## src/rtl/dfh_walker_pkg.sv

```systemverilog
// dfh_walker_pkg: shared DFH layout, walker error codes and FSM states.
package dfh_walker_pkg;
  localparam int DFH_EOL_BIT = 40;
  localparam int DFH_ALIGN_W = 3;
  typedef struct packed {
    logic [3:0]  feat_type;
    logic [7:0]  rsvd_hi;
    logic [3:0]  afu_minor;
    logic [6:0]  rsvd_lo;
    logic        eol;
    logic [23:0] nxt_dfh_offset;
    logic [3:0]  afu_major;
    logic [11:0] feat_id;
  } t_dfh;
  typedef enum logic [2:0] {
    ERR_OK, ERR_LOOP, ERR_MAX, ERR_ADDR, ERR_ALIGN, ERR_TIMEOUT, ERR_ABORT
  } t_walk_err;
  typedef enum logic [2:0] {S_IDLE, S_REQ, S_WAIT, S_EMIT, S_DONE, S_ERR} t_walk_state;
  function automatic logic off_misaligned(input logic [23:0] off);
    return |off[DFH_ALIGN_W-1:0];
  endfunction
endpackage

```

## src/rtl/dfh_walker_timeout.sv

```systemverilog
// dfh_walker_timeout: response watchdog, cleared on entry to WAIT, expires after TIMEOUT_CYC cycles.
module dfh_walker_timeout #(
  parameter int TIMEOUT_CYC = 1024
) (
  input  logic clk,
  input  logic rst_n,
  input  logic clr,
  input  logic run,
  output logic expired
);
  localparam int CW = $clog2(TIMEOUT_CYC + 1);
  logic [CW-1:0] cnt;
  assign expired = run && cnt == CW'(TIMEOUT_CYC - 1);
  always_ff @(posedge clk or negedge rst_n)
    if (!rst_n) cnt <= '0;
    else if (clr) cnt <= '0;
    else if (run && !expired) cnt <= cnt + 1'b1;
endmodule

```

## src/rtl/dfh_chain_walker.sv

```systemverilog
// dfh_chain_walker: walks a DFH linked list over a CSR read port and streams one record per feature.
// Define DFH_WALKER_TIMEOUT_EN to enable the WAIT-state response watchdog (err 5).
module dfh_chain_walker import dfh_walker_pkg::*; #(
  parameter int ADDR_W      = 20,
  parameter int MAX_DFH     = 32,
  parameter int TIMEOUT_CYC = 1024
) (
  input  logic                         clk,
  input  logic                         rst_n,
  input  logic                         start,
  input  logic [ADDR_W-1:0]            start_addr,
  input  logic                         abort,
  output logic                         rd_req_valid,
  input  logic                         rd_req_ready,
  output logic [ADDR_W-1:0]            rd_req_addr,
  input  logic                         rd_rsp_valid,
  input  logic [63:0]                  rd_rsp_data,
  output logic                         feat_valid,
  input  logic                         feat_ready,
  output logic [$clog2(MAX_DFH)-1:0]   feat_idx,
  output logic [ADDR_W-1:0]            feat_addr,
  output logic [63:0]                  feat_dfh,
  output logic                         busy,
  output logic                         done,
  output logic [2:0]                   err_code,
  output logic [$clog2(MAX_DFH):0]     feat_count
);
  localparam int IW = $clog2(MAX_DFH);
  localparam int SW = (ADDR_W > 24 ? ADDR_W : 24) + 1;
  if (MAX_DFH < 2 || TIMEOUT_CYC < 1) begin : g_param_check
    $error("dfh_chain_walker: MAX_DFH must be >= 2 and TIMEOUT_CYC >= 1");
  end
  t_walk_state       state;
  t_walk_err         err;
  t_walk_err         chk_err;
  t_dfh              dfh_q;
  logic [ADDR_W-1:0] cur_addr;
  logic [IW-1:0]     idx;
  logic [SW-1:0]     nxt_sum;
  logic              stale;
  logic              timeout;
  assign feat_dfh = dfh_q;
  assign err_code = err;
  assign nxt_sum  = SW'(cur_addr) + SW'(dfh_q.nxt_dfh_offset);
  // Sum is wide enough to hold any offset, so any bit above ADDR_W means the address left the CSR space.
  always_comb
    chk_err = dfh_q[DFH_EOL_BIT]                 ? ERR_OK    :
              dfh_q.nxt_dfh_offset == '0         ? ERR_LOOP  :
              off_misaligned(dfh_q.nxt_dfh_offset) ? ERR_ALIGN :
              |nxt_sum[SW-1:ADDR_W]              ? ERR_ADDR  :
              idx == IW'(MAX_DFH - 1)            ? ERR_MAX   : ERR_OK;
`ifdef DFH_WALKER_TIMEOUT_EN
  dfh_walker_timeout #(.TIMEOUT_CYC(TIMEOUT_CYC)) u_timeout (
    .clk     (clk),
    .rst_n   (rst_n),
    .clr     (state == S_REQ && rd_req_ready),
    .run     (state == S_WAIT),
    .expired (timeout)
  );
`else
  assign timeout = 1'b0;
`endif
  always_ff @(posedge clk or negedge rst_n)
    if (!rst_n) begin
      state        <= S_IDLE;
      err          <= ERR_OK;
      dfh_q        <= '0;
      cur_addr     <= '0;
      idx          <= '0;
      stale        <= 1'b0;
      rd_req_valid <= 1'b0;
      rd_req_addr  <= '0;
      feat_valid   <= 1'b0;
      feat_idx     <= '0;
      feat_addr    <= '0;
      busy         <= 1'b0;
      done         <= 1'b0;
      feat_count   <= '0;
    end else begin
      done <= 1'b0;
      if (rd_rsp_valid) stale <= 1'b0;
      // A read already accepted by the slave will still answer; remember to drop it.
      if (abort && busy) begin
        state        <= S_ERR;
        err          <= ERR_ABORT;
        busy         <= 1'b0;
        done         <= 1'b1;
        rd_req_valid <= 1'b0;
        feat_valid   <= 1'b0;
        stale        <= (state == S_WAIT && !rd_rsp_valid) || (state == S_REQ && rd_req_ready);
      end else case (state)
        S_IDLE: if (start) begin
          cur_addr   <= start_addr;
          idx        <= '0;
          feat_count <= '0;
          if (|start_addr[DFH_ALIGN_W-1:0]) begin
            err   <= ERR_ALIGN;
            state <= S_ERR;
            done  <= 1'b1;
          end else begin
            err          <= ERR_OK;
            state        <= S_REQ;
            busy         <= 1'b1;
            rd_req_valid <= 1'b1;
            rd_req_addr  <= start_addr;
          end
        end
        S_REQ: if (rd_req_ready) begin
          rd_req_valid <= 1'b0;
          state        <= S_WAIT;
        end
        S_WAIT: if (rd_rsp_valid && !stale) begin
          dfh_q      <= t_dfh'(rd_rsp_data);
          feat_addr  <= cur_addr;
          feat_idx   <= idx;
          feat_valid <= 1'b1;
          state      <= S_EMIT;
        end else if (timeout) begin
          err   <= ERR_TIMEOUT;
          state <= S_ERR;
          busy  <= 1'b0;
          done  <= 1'b1;
          stale <= 1'b1;
        end
        S_EMIT: if (feat_ready) begin
          feat_valid <= 1'b0;
          feat_count <= feat_count + 1'b1;
          if (dfh_q[DFH_EOL_BIT] || chk_err != ERR_OK) begin
            err   <= chk_err;
            state <= dfh_q[DFH_EOL_BIT] ? S_DONE : S_ERR;
            busy  <= 1'b0;
            done  <= 1'b1;
          end else begin
            cur_addr     <= nxt_sum[ADDR_W-1:0];
            idx          <= idx + 1'b1;
            rd_req_valid <= 1'b1;
            rd_req_addr  <= nxt_sum[ADDR_W-1:0];
            state        <= S_REQ;
          end
        end
        S_DONE, S_ERR: state <= S_IDLE;
        default:       state <= S_IDLE;
      endcase
    end
endmodule

```

## config.mk

```make
export PLATFORM = sky130hd
export DESIGN_NAME = dfh_chain_walker
export DESIGN_NICKNAME = d
export VERILOG_FILES = /design/src/rtl/dfh_walker_pkg.sv /design/src/rtl/dfh_walker_timeout.sv /design/src/rtl/dfh_chain_walker.sv
export SDC_FILE = /design/constraint.sdc
export NUM_CORES = 1
export LEC_CHECK = 0
export ABC_CLOCK_PERIOD_IN_PS = 9000
export BUFFER_PORTS_ARGS = -buffer_cell sky130_fd_sc_hd__clkbuf_2
export CAP_MARGIN = 20
export CORE_MARGIN = 2
export CORE_UTILIZATION = 46
export CTS_CLUSTER_SIZE = 12
export DETAILED_ROUTE_END_ITERATION = 7
export PLACE_DENSITY_LB_ADDON = 0.12
export SYNTH_ARGS = -nofsm -noshare
export SYNTH_HDL_FRONTEND = slang
export SYNTH_SLANG_ARGS = --single-unit
```

## constraint.sdc

```tcl
create_clock -name clk -period 9 [get_ports clk]
set_input_delay 1.8 -clock clk [delete_from_list [all_inputs] [get_ports clk]]
set_output_delay 1.8 -clock clk [all_outputs]
set_load 0.02 [all_outputs]
```

After elaboration in Yosys (flattened, before gate mapping)
Cells that the tools add are included.
Word-level totals
  bits in registers: 151
  bits in read-only memories: 0
  input bits: 91
  RAM bits: 0
  output and inout port bits: 122
  memories kept: 0
  bits in latches: 0
Operators by class
  muxes and demuxes: 57
  order comparisons: 0
  bitwise logic cells: 1
  div/mod/pow operators: 0
  equal/unequal tests: 15
  add/sub/neg operators: 3
  shift operators: 0
  multipliers: 0
  reductions and logical operators: 28
Operators with widths (count)
  20-bit two-way mux: 5
  20-bit one-hot mux with 2 select lines: 2
  3-bit two-way mux: 15
  20-bit by 24-bit adder with 25-bit output: 1
  24-bit logical NOT: 1
  1-bit two-way mux: 20
  3-bit inequality test, second input constant: 6
  5-bit two-way mux: 3
  6-bit two-way mux: 2
  3-bit one-hot mux with 4 select lines: 1
  6-bit one-hot mux with 2 select lines: 1
  4-bit AND reduction: 3
  6-bit AND reduction: 2
  5-bit one-hot mux with 2 select lines: 1
  5-bit AND reduction: 2
  3-bit nonzero test: 3
  2-bit inequality test, second input constant: 4
  6-bit by 1-bit adder with 6-bit output, second input constant: 1
  3-bit by 2-bit == test with 1-bit output, second input constant: 2
  1-bit one-hot mux with 2 select lines: 3
  3-bit one-hot mux with 2 select lines: 1
  3-bit AND reduction: 2
  3-bit OR reduction: 2
  5-bit by 1-bit adder with 5-bit output, second input constant: 1
  13 further kinds: 20

Depth between registers and ports, before layout
Gate-level depths: netlist of run 1.
  depth after elaboration: 12
  gate-level depth with buffers: 11
  mapped depth without buffers: 10

Least setup slack after synthesis of run 1
Ideal clock, no wire load.
  kind: input to register
  start: input feat_ready
  end: register cur_addr[13]
  path buffers: 2
  stages: 7
  data arrival time: 3.301 ns
  slack: 5.574 ns
  setup time: 0.125 ns
  path through: and3_1 -> a21oi_1 -> or3_1 -> clkbuf_1 -> a21oi_2 -> buf_4 -> mux2_2
Between the ends
  longest elaborated chain between the ends: 2
Ends and longest elaborated chain
  from (decl): RTL line dfh_chain_walker.sv:19  | input logic feat_ready,
  2-bit inequality test (no line)
  5-bit AND reduction (no line)
  to (signal assigned): RTL line dfh_chain_walker.sv:93  | cur_addr <= start_addr;
  to (signal assigned): RTL line dfh_chain_walker.sv:134  | cur_addr <= nxt_sum[ADDR_W-1:0];
  to (decl): RTL line dfh_chain_walker.sv:37  | logic [ADDR_W-1:0] cur_addr;
Every way passes these cells.
A chain may end at the register's enable or synchronous reset.

Worst setup path after layout of run 1
  start: register dfh_q (netlist bit feat_dfh[16])
  end: register cur_addr[3]
Between the ends
  longest elaborated chain between the ends: 10
  elaborated cells between the ends (all ways): 15
  classes of those cells: add/sub (1); eq/ne (1); mux (7); reduce/logical (6)
Ends and longest elaborated chain
  from (decl): RTL line dfh_chain_walker.sv:36  | t_dfh dfh_q;
  from (signal assigned): RTL line dfh_chain_walker.sv:113  | dfh_q <= t_dfh'(rd_rsp_data);
  20-bit by 24-bit adder with 25-bit output: RTL line dfh_chain_walker.sv:44  | assign nxt_sum = SW'(cur_addr) + SW'(dfh_q.nxt_dfh_offset);
  5-bit OR reduction: RTL line dfh_chain_walker.sv:50  | |nxt_sum[SW-1:ADDR_W] ? ERR_ADDR :
  2-bit two-way mux: RTL line dfh_chain_walker.sv:50
  3-bit two-way mux: RTL line dfh_chain_walker.sv:49  | off_misaligned(dfh_q.nxt_dfh_offset) ? ERR_ALIGN :
  3-bit two-way mux: RTL line dfh_chain_walker.sv:48  | dfh_q.nxt_dfh_offset == '0 ? ERR_LOOP :
  3-bit two-way mux: RTL line dfh_chain_walker.sv:47  | chk_err = dfh_q[DFH_EOL_BIT] ? ERR_OK :
  3-bit nonzero test: RTL line dfh_chain_walker.sv:128  | if (dfh_q[DFH_EOL_BIT] || chk_err != ERR_OK) begin
  1-bit logical OR: RTL line dfh_chain_walker.sv:128
  2-bit inequality test (no line)
  5-bit AND reduction (no line)
Parallel ways exist; a longest one is shown, timed or not. The select of a mux whose other input is x is not followed.

==> results.ini, run 1 <==
[outcome]
status = finished clean

[sta]
setup_viol = 0
finalHoldViolations = 0
rsz0062_at_grt = no
worstMarginPinSlew_ps = 896
fmax_mhz = 239
skew_ps = 7.24
drv_slew = 0
setup_slack_ps = 4820
maxSlewHeadroom_pct = 40.2
fin_crit_sh_pct = 46.4
period_needed_ps = 4180
tns_ps = 0

[clocking]
cts_sinks = 151
root_buffer = clkbuf_16
ctsResizeCount = 0
post_cts_buffers = 0
clkSlewWorstSetupHoldPaths_ps = 60
cts_buffers = 17
ctsHoldBuffers = 0
cts_max_path_buffers = 2
clk_latency_ps = 430
htree_levels = 4
cts_tree = yes

[floorplanning]
placementRows = 46
die_w_um = 131
die_area_mm2 = 0.0171
start_util_pct = 46.7
boundaryPins = 213
die_h_um = 131
coreArea_mm2 = 0.0158

[synthesis]
synth_flop_cell = dfrtp_1
synth_edf_count = 0
syn-num-nets = 760
synthTopCellsByArea = dfrtp_1, mux2_2, ha_1, o21ai_0, nand2_1
yosys_warnings = 0
netlist_instances = 645
syn_avg_cell_area_um2 = 11.5
synth_top_area_cell = dfrtp_1
ys_seq_area_share_pct = 51.1
synth_most_common_cell = dfrtp_1
ys_ff_latch = 151
synth_area_mm2 = 0.00740
synthTopCellsByCount = dfrtp_1, mux2_2, nand2_1, o21ai_0, a21oi_1
yosysTopAreaCellShare_pct = 51.1
async_reset_ff_share_pct = 100
ys_types = 57

[global_routing]
grt_usage_pct = 22.6
overflow = 0
grt_max_degree = 82
antenna_found_initial = 0
grt_pass1_wl_um = 30000
grt_pass1_vias = 5817

[place]
gp_congestion = 0.864
dp_slack_ps = 4680
portBuffers = 212
dp_hpwl_um = 13900

[detailed_routing]
drtAntennaViolNets = 0
dr.pass1.iters = 5
drt_iter0_drc = 282
route.detailed.drc = 0
wl_per_cell_um = 17.4
vias = 5832
viasPerCell = 5.39
totalWireLength_um = 18800

[min_path]
hp-class = reg -> reg
whs_path_depth = 2

[worst_setup_path]
crit_type = reg -> reg
critPathMaxFanout = 12
rr_worst_depth = 11
end_kind = flip-flop
critPathArrivalTime_ps = 4490
worstSetupStartpointType = flip-flop
cp.required_ps = 9310

[finish]
diodes = 0
drive_gt1_share_pct = 42.1
fin_nets = 969
fill_cells = 1372
fin_util_pct = 58.8
syn_to_final_growth_pct = 25.8

[pwr]
ir_drop_mv = 0.229
pwr_density_cell_mw_per_mm2 = 429
leakagePower_nw = 4.57

[run]
drv_cap = 0

[worst max-delay path: stages, from the launching register on]
cell and delay (ps):
dfrtp_1 410, ha_1 240, fa_1 410, a21oi_1 270
o211ai_1 200, a211oi_1 360, nor3_1 90, o211ai_1 370
nand4_4 260, a21oi_2 710, buf_4 360, mux2_2 360
[worst paths after layout]
kind                            endpoint  slack (ps)         start
max                          cur_addr[3]        4820  feat_dfh[16]
min                          feat_idx[4]         480   feat_idx[4]
max reg2reg                  cur_addr[3]        4820  feat_dfh[16]
min reg2reg                  feat_idx[4]         480   feat_idx[4]
max in group asynchronous   feat_dfh[35]        6240         rst_n
min in group asynchronous  feat_addr[11]        1390         rst_n
[cell families after synthesis]
logic type	share of synthesized area (%)
flops	51.1
xor+xnor	1.66
fa+ha+maj	4.16
buf+inv	2.62
mux	19.5
compound gates	10.9
simple gates	10.1
[sequential cells by signal, summed over array words and instances, names as in the netlist, 5 cells and up]
register and flops:
feat_addr 20, feat_count 6, rd_req_addr 20, cur_addr 20, feat_dfh 64, idx 5
feat_idx 5
[routing by layer]
metal,track usage (%),vias to the layer above,share of wire (%)
li1,-,2751,-
met1,29.3,2860,44
met2,36.9,202,48
met3,6.27,19,6.8
met4,7.13,0,1.2
met5,0,-,0
[cell usage in the layout (no fill, tap or decap), drive strengths merged, types with 5 or more instances in the layout]
cell type	instances
and3	9
or3	6
a21oi	30
o31ai	5
dfrtp	151
xor2	7
ha	23
inv	25
nand2	61
and2	6
xnor2	7
nand4	5
mux2	117
nor3	11
o21ai	49
clkbuf	228
mux2i	12
nor4	7
a21o	7
nor2	23
buf	7
nand2b	5
nand3	7
a211oi	7
nor2b	5
[cell type report]
cell class              instances  area [um^2]  share of cell area (%)
flip-flops and latches        151         3780                    40.6
multi-input cells             447         3430                    36.9
repair buffers                218         1110                    12.0
clock buffers                  17          425                    4.57
well taps                     216          270                    2.90
clock inverters                15          216                    2.33
inverters                      19         71.3                   0.766
[per-stage QoR]
step                std cells  power, mW  hold slack, ps  cell area (um^2)
detailed placement       1051       3.22             474              8660
global route             1083       4.28             505              9310
floorplan                 645       2.60             503              7400
global placement         1051       3.18             467              8660
CTS                      1083       4.02             487              9310
finish                   1083       3.99             484              9310
[where the power goes]
group / leakage (nW) / total (mW) / switching [mW] / internal, mW
registers: 1.86 / 1.26 / 0.267 / 0.994
logic: 2.40 / 1.96 / 1.15 / 0.803
clock network: 0.313 / 0.777 / 0.305 / 0.472
total: 4.57 / 3.99 / 1.72 / 2.27
Note: power is estimated with default switching activity, not from simulation.
==> run 2, diff against run 1 <==
- ABC_CLOCK_PERIOD_IN_PS: 9000 -> 4200
- clock period: 9 -> 4.2 ns (I/O delays scaled with it)
==> run 2 against run 1 <==
Net effect:
- wire length fell by 0.48%
- hold slack lost 160 ps
- sequential power up 110%
- non-clock buffer count rose by 4
- power grew 110%
- critical endpoint is now rd_req_addr[6]
- largest power group unchanged
==> results.ini, run 2 (synthesized netlist as in run 1, its figures left out) <==
[finish]
fin_util_pct = 58.7  ; was 58.8%
drive_gt1_share_pct = 42.4  ; was 42.1%
largest_reg_flops = 64  ; unchanged
layout.cells.most_common_list = clkbuf_2, dfrtp_1, mux2_2  ; unchanged
final_area_mm2 = 0.00930  ; was 0.00931 mm^2
layout_commonest_cell = clkbuf_2  ; unchanged
fill_cells = 1356  ; was 1372
fin_nets = 973  ; was 969
diodes = 0  ; unchanged
syn_to_final_growth_pct = 25.7  ; was 25.8%

[worst_setup_path]
cp.required_ps = 4510  ; was 9310 ps
critPathArrivalTime_ps = 3820  ; was 4490 ps
cp_common_cell = o211ai_1  ; unchanged
ff2ff_setup_slack_ps = 690  ; was 4820 ps
max_stage_delay_ps = 410  ; was 710 ps
timing.rr.end = rd_req_addr[6]  ; was cur_addr[3]
worstSetupStartpointType = flip-flop  ; unchanged
crit_type = reg -> reg  ; unchanged
crit_chain = ha_1 > fa_1 > a21oi_1 > o211ai_1 > a211oi_1 > nor3_1 > o211ai_1 > nand4_4 > a211oi_4 > buf_4 > mux2_1  ; was ha_1 > fa_1 > a21oi_1 > o211ai_1 > a211oi_1 > nor3_1 > o211ai_1 > nand4_4 > a21oi_2 > buf_4 > mux2_2
crit_slowest_cell = dfrtp_1  ; was a21oi_2
rr_worst_depth = 11  ; unchanged
critPathMaxFanout = 12  ; unchanged
r2r-start = feat_dfh[16]  ; unchanged
end_kind = flip-flop  ; unchanged

[pwr]
ir_drop_mv = 0.412  ; was 0.229 mV
pwr_density_cell_mw_per_mm2 = 907  ; was 429 mW/mm^2
leakagePower_nw = 4.56  ; was 4.57 nW

[global_routing]
grt_usage_pct = 22.8  ; was 22.6%
grt_max_degree = 116  ; was 82
grt_pass1_vias = 5871  ; was 5817
overflow = 0  ; unchanged
grt_pass1_wl_um = 30100  ; was 30000 um
antenna_found_initial = 0  ; unchanged

[floorplanning]
boundaryPins = 213  ; unchanged
placementRows = 46  ; unchanged
die_area_mm2 = 0.0171  ; unchanged
die_w_um = 131  ; unchanged
start_util_pct = 46.7  ; unchanged
die_h_um = 131  ; unchanged
coreArea_mm2 = 0.0158  ; unchanged

[clocking]
post_cts_buffers = 0  ; unchanged
htree_levels = 4  ; unchanged
clkSlewWorstSetupHoldPaths_ps = 70  ; was 60 ps
cts_max_path_buffers = 2  ; unchanged
clk_latency_ps = 430  ; about the same
cts_buffers = 17  ; unchanged
ctsHoldBuffers = 0  ; unchanged
ctsResizeCount = 0  ; unchanged
cts_sinks = 151  ; unchanged
root_buffer = clkbuf_16  ; unchanged
cts_tree = yes  ; unchanged

[detailed_routing]
vias = 5897  ; was 5832
dr.pass1.iters = 5  ; unchanged
drtAntennaViolNets = 0  ; unchanged
wl_per_cell_um = 17.3  ; was 17.4 um
totalWireLength_um = 18800  ; about the same
viasPerCell = 5.43  ; was 5.39
route.detailed.drc = 0  ; unchanged
drt_iter0_drc = 255  ; was 282

[run]
drv_cap = 0  ; unchanged

[sta]
finalHoldViolations = 0  ; unchanged
tns_ps = 0  ; unchanged
skew_ps = 7.60  ; was 7.24 ps
setup_viol = 0  ; unchanged
maxSlewHeadroom_pct = 35.5  ; was 40.2%
period_needed_ps = 3510  ; was 4180 ps
fmax_mhz = 285  ; was 239 MHz
drv_slew = 0  ; unchanged
worstMarginPinSlew_ps = 959  ; was 896 ps
fin_crit_sh_pct = 83.6  ; was 46.4%
rsz0062_at_grt = no  ; unchanged

[place]
portBuffers = 212  ; unchanged
placed_area_mm2 = 0.00869  ; was 0.00866 mm^2
gp_congestion = 0.916  ; was 0.864
dp_hpwl_um = 13900  ; about the same

[outcome]
status = finished clean  ; unchanged

[min_path]
hp-class = in -> async  ; was reg -> reg

[run 2: cell types whose count changed in the layout (fill, tap and decap cells not counted), sizes merged]
cell,delta
clkinvlp,+1
bufinv,-3
clkinv,-2
buf,+4
inv,+4
[run 2: report_power, final]
| part | switching, mW | total, mW | internal [mW] |
|---|---|---|---|
| Clock | 0.672 | 1.51 | 0.839 |
| Sequential | 0.571 | 2.70 | 2.13 |
| Combinational | 2.48 | 4.22 | 1.73 |
| Total | 3.72 | 8.43 | 4.70 |
[run 2: worst max-delay path, delay by kind of cell (launching register included)]
| kind | cells | cell delay (ps) |
|---|---|---|
| buffers and inverters | 1 | 260 |
| AO/OA/AOI/OAI | 5 | 1360 |
| flip-flops | 1 | 410 |
| AND/OR/NAND/NOR | 2 | 360 |
| adder cells (fa/ha/maj) | 2 | 650 |
| multiplexers | 1 | 350 |
[run 2: per-layer routing]
metal / track usage, % / vias up / part of all wire, %
met5: 0 / - / 0
met4: 8.26 / 0 / 1.7
met3: 7.17 / 27 / 7.5
met2: 36.9 / 222 / 49
met1: 29.0 / 2893 / 42
li1: - / 2755 / -
[run 2: through the flow]
step,total power [mW],instances,hold slack [ps],worst slack (ps)
floorplan,5.57,645,503,967
global placement,6.80,1054,471,766
detailed placement,6.92,1054,475,685
CTS,8.48,1086,490,672
global route,9.02,1087,342,434
finish,8.43,1087,319,688
[run 2: final cells by class]
| class | instances | area (um^2) | share of cell area (%) |
|---|---|---|---|
| clock buffer | 17 | 425 | 4.58 |
| timing repair buffer | 222 | 1160 | 12.5 |
| inverter | 19 | 71.3 | 0.767 |
| sequential | 151 | 3780 | 40.7 |
| tap | 216 | 270 | 2.91 |
| clock inverter | 15 | 155 | 1.67 |
| multi-input combinational | 447 | 3430 | 36.9 |
[run 2: how the worst max path moves through the flow]
stage	to	start	slack, ps	cells after the start
2_1_floorplan	rd_req_addr[3]	feat_dfh[16]	970	11
3_3_place_gp	rd_req_addr[9]	feat_dfh[16]	770	11
3_5_place_dp	rd_req_addr[6]	feat_dfh[16]	690	11
4_1_cts	rd_req_addr[9]	feat_dfh[16]	670	11
5_1_grt	rd_req_addr[9]	feat_dfh[16]	430	11
6_report	rd_req_addr[6]	feat_dfh[16]	690	11
